## src/rtl/up_down_seq_checker_sat_counter.sv

```systemverilog
// Saturating event counter: counts inc pulses, sticks at all-ones.
module sat_counter #(
    parameter int CW = 8
) (
    input  logic          clk,
    input  logic          rst,
    input  logic          inc,
    output logic [CW-1:0] q
);

    always_ff @(posedge clk or negedge rst) begin
        if (!rst)
            q <= '0;
        else if (inc && (q != {CW{1'b1}}))
            q <= q + CW'(1);
    end

endmodule

```

## config.mk

```make
export PLATFORM = sky130hd
export DESIGN_NAME = sat_counter
export DESIGN_NICKNAME = d
export VERILOG_FILES = /design/src/rtl/up_down_seq_checker_sat_counter.sv
export SDC_FILE = /design/constraint.sdc
export NUM_CORES = 1
export LEC_CHECK = 0
export BUFFER_PORTS_ARGS = -buffer_cell sky130_fd_sc_hd__buf_4
export CAP_MARGIN = 0
export CELL_PAD_IN_SITES_DETAIL_PLACEMENT = 1
export CELL_PAD_IN_SITES_GLOBAL_PLACEMENT = 1
export CORE_AREA = 2 2 39 41
export DETAILED_ROUTE_END_ITERATION = 8
export DIE_AREA = 0 0 41 43
export PLACE_DENSITY = 0.59
export SETUP_SLACK_MARGIN = 0.15
export SLEW_MARGIN = 30
export SYNTH_ARGS = -nofsm -noshare
export SYNTH_HDL_FRONTEND = slang
export SYNTH_SLANG_ARGS = --single-unit
```

## constraint.sdc

```tcl
create_clock -name clk -period 2 [get_ports clk]
set_clock_uncertainty 0.1 [all_clocks]
set_input_delay 0.4 -clock clk [delete_from_list [all_inputs] [get_ports clk]]
set_output_delay 0.4 -clock clk [all_outputs]
set_load 0.02 [all_outputs]
```

# [Yosys cells after proc, flatten, opt, wreduce, memory -nomap -nowiden]
# Index checks and enable logic that the tools add are counted.
[classes] n_addsub=1 eq_ne=1 n_reduce_logical=1
[op_table] operator="$add 8x1->8 const B" n=1
[op_table] operator="$ne 8x8->1 const B" n=1
[op_table] operator="$logic_and 1x1->1" n=1
[totals] ff_bits=8 input_bits=3 output_inout_bits=8 wordCells=4

# [Longest topological paths before layout]
[logic_depth] ltp_word=2 depth_mapped=4

# [Least setup slack after synthesis]
# No wires, ideal clock.
[synth_timing] path_type="register to register" start="register q[0]" end="register q[1]" t_arrival_ns=1.397 path_slack_ns=0.376 path_stages_with_launch=5 period_less_slack_ns=1.624 path_cell_list="dfrtp_1 -> ha_1 -> nand4_1 -> o21ai_2 -> mux2_1"
[synth_via] elab_chain_cells=2 word_cells_on_any_way=3 cone_classes="1 x add/sub; 1 x eq/ne; 1 x reduce/logical"
[synth_rtl] element="start, declared" line="8" source="output logic [CW-1:0] q"
[synth_rtl] element="start signal, assigned" line="15" source="q <= q + CW'(1);"
[synth_rtl] element="branches (longest 2 deep; another with $add 8x1->8)"
# Parallel ways; which one is timed is not known.
# A chain may end at the register's enable or synchronous reset.

# [Worst setup path after layout]
# Same ends and word-level chain as after synthesis.

==> summary.md <==
| Metric | Value |
|---|---|
| Status | `completed` |
| Worst path required time | `2030 ps` |
| Count of final setup violators | `0` |
| Max Cap Viol | `0` |
| Final Hold Violating Endpoints | `0` |
| Combinational group share of total power | `0.447` |
| TritonCTS clock tree | `done` |
| Switching pwr | `355 uW` |
| Syn Nets | `38` |
| Row count | `14` |
| Die X-Extent | `41 um` |
| CTS resizes | `0` |
| Critical path class | `register to register` |
| Post-layout util | `0.387` |
| Hold Path Stages | `3` |
| Antenna diode count | `0` |
| Asr flop ratio synth | `1.00` |
| Worst relative slew slack | `0.831` |
| Total global-route track usage | `0.138` |
| Port bufs | `10` |
| Internal power | `473 uW` |
| Final Max Tran Viols | `0` |
| Worst Reg-to-Reg Cells | `4` |
| Register area share after synthesis | `0.491` |
| Starting DRT DRC Count | `4` |
| Final net count | `54` |
| Metal2 WL | `444 um` |
| Cells after synthesis | `34` |
| WL per Instance | `14.3 um` |
| Max reg flops | `8` |
| Pin count of the biggest net entering global routing | `9` |
| Critical path peak fanout | `5` |
| Crit end category | `register` |
| Yosys top cell area share | `0.491` |
| Post-synth EDFFs | `0` |
| TNS Setup | `0 ps` |
| Share of cells above drive strength 1 | `0.396` |
| Unrepaired setup endpoints after global routing | `false` |
| Final Critical Period | `1620 ps` |
| Leakage | `0.000234 uW` |
| Register bit count reported by yosys | `8` |
| Largest reg by FF count | `q` |
| Pwr/cell area | `1550 mW/mm2` |
| CTS buffer count | `3` |
| WP data arrival | `1660 ps` |
| Peak VDD IR | `0.502 mV` |
| GPL Wtd Cong | `0.828` |
| CTS root buf | `clkbuf_4` |
| DR vias | `359` |
| Yosys warnings | `0` |
| M1 WL | `401 um` |
| Core footprint | `0.00138 mm2` |
| R2R setup slack | `380 ps` |
| Reg2reg start | `q[0]$_DFFE_PN0P_` |
| H-Tree Depth | `1` |
| Worst r2r dst | `q[1]$_DFFE_PN0P_` |
| Die area | `0.00176 mm2` |
| Crit share post-route | `0.812` |
| Worst-Margin Slew | `254 ps` |
| Avg Inst Size Synth | `12.0 um2` |
| Synth cell types | `23` |
| Remaining antenna violation count | `0` |
| Clock Sinks | `8` |
| Initial Util | `0.295` |
| Most used DFF post-synth | `dfrtp_1` |
| Critical path startpoint | `q[0]$_DFFE_PN0P_` |
| Via/cell ratio | `5.61` |
| Final wirelength | `913 um` |
| Initial antenna violation count | `0` |
| CP Capture Point | `q[1]$_DFFE_PN0P_` |
| Commonest cells in the netlist | `8 x dfrtp_1, 2 x a21oi_1, 2 x a31oi_1, 2 x a41oi_1, 2 x nand3_1` |
| Maximum clock rate | `0.616 GHz` |
| Largest regs | `q x8` |
| Clk pwr share | `0.149` |
| Synth area leader | `dfrtp_1` |
| Vias in the first global route | `362` |
| Clk buf depth | `2` |
| Clk slew on worst S/H paths | `50 ps` |
| Most common cell in the netlist | `dfrtp_1` |
| First-pass GRT wire length | `1560 um` |
| Hold Path Class | `input port to register` |
| Synthesized area | `408 um2` |
| IO Pins | `11` |
| Placed wire-length estimate | `711 um` |
| Initial DRT Pass Iterations | `2` |
| Met3 wire length | `39 um` |
| Die H | `43 um` |
| CP startpoint kind | `register` |
| Share of power burned in registers | `0.405` |
| Layout area overhead | `31.3%` |
| Top sig layer | `met4` |
| Gr ovfl total | `0` |
| Worst skew pair latency | `250 ps` |
| Top cells by area, synth | `dfrtp_1 49%, a41oi_1 4.3%, a311oi_2 3.7%` |
| Switching share of power | `0.428` |
| DRC | `0` |
[timing repair]
item,4_1_cts,5_1_grt
hold endpoints to repair,8,0
hold buffers,1,0
setup endpoints to repair,0,0
buffers inserted,0,0
[through the flow]
stage | setup WS [ps] | total power (uW) | instance area (um2) | hold WS, ps | std cells
2_1_floorplan | 376 | 545 | 408 | 4.41 | 34
4_1_cts | 367 | 842 | 536 | 345 | 64
3_5_place_dp | 383 | 711 | 503 | 128 | 60
5_1_grt | 286 | 889 | 536 | 352 | 64
6_report | 376 | 828 | 536 | 349 | 64
3_3_place_gp | 448 | 691 | 503 | 125 | 60
[how the worst min path moves through the flow]
| stage | startpoint | to | slack [ps] |
|---|---|---|---|
| after detailed placement | rst | q[5]$_DFFE_PN0P_ | 130 |
| after global placement | rst | q[5]$_DFFE_PN0P_ | 120 |
| final | inc | q[2]$_DFFE_PN0P_ | 350 |
| after global routing | inc | q[0]$_DFFE_PN0P_ | 350 |
| after floorplan | rst | q[0]$_DFFE_PN0P_ | 4 |
| after CTS | inc | q[2]$_DFFE_PN0P_ | 350 |
[cell families (layout without fill, tap and decap cells)]
group                      count (synthesis)  after routing  share of synthesized area
muxes                                      2              2                     0.0644
AOI/OAI and AO/OA                         11             11                      0.212
buffers and inverters                      1             15                    0.00919
and+or+nand+nor                            9              9                      0.150
adders and majority gates                  1              1                     0.0307
xor gates and xnor gates                   2              2                     0.0430
DFF                                        8              8                      0.491
[layer usage]
layer  global-route usage  vias to the layer above
met4                0.120                        0
met2                0.209                       10
met5                    0                        -
met1                0.151                      181
li1                     -                      164
met3               0.0314                        4
[placed cells by master, fill, tap and decap left out, types with 2 or more instances in the layout]
cell / instances
buf_4: 10
dfrtp_1: 8
clkbuf_4: 3
nand3_1: 2
a31oi_1: 2
a21oi_1: 2
a41oi_1: 2
[cell type report]
type | count | area, um2
inverter | 1 | 3.75
fill | 145 | 848
multi-input combinational | 25 | 204
clock buffer | 3 | 22.5
sequential | 8 | 200
timing repair buffer | 11 | 85.1
tap | 16 | 20.0
[worst max-delay path, stage by stage, from the launching register on]
cell and delay (ps):
dfrtp_1 420, ha_1 260, nand4_1 180, o21ai_2 200, mux2_1 330
[power groups by stage]
| stage | registers [uW] | clock network (uW) | logic, uW |
|---|---|---|---|
| global route | 346 | 137 | 406 |
| floorplan | 398 | 0 | 147 |
| detailed placement | 338 | 0 | 374 |
| finish | 335 | 123 | 370 |
| CTS | 335 | 130 | 377 |
| global placement | 327 | 0 | 364 |
Note: power is estimated with default switching activity, not from simulation.
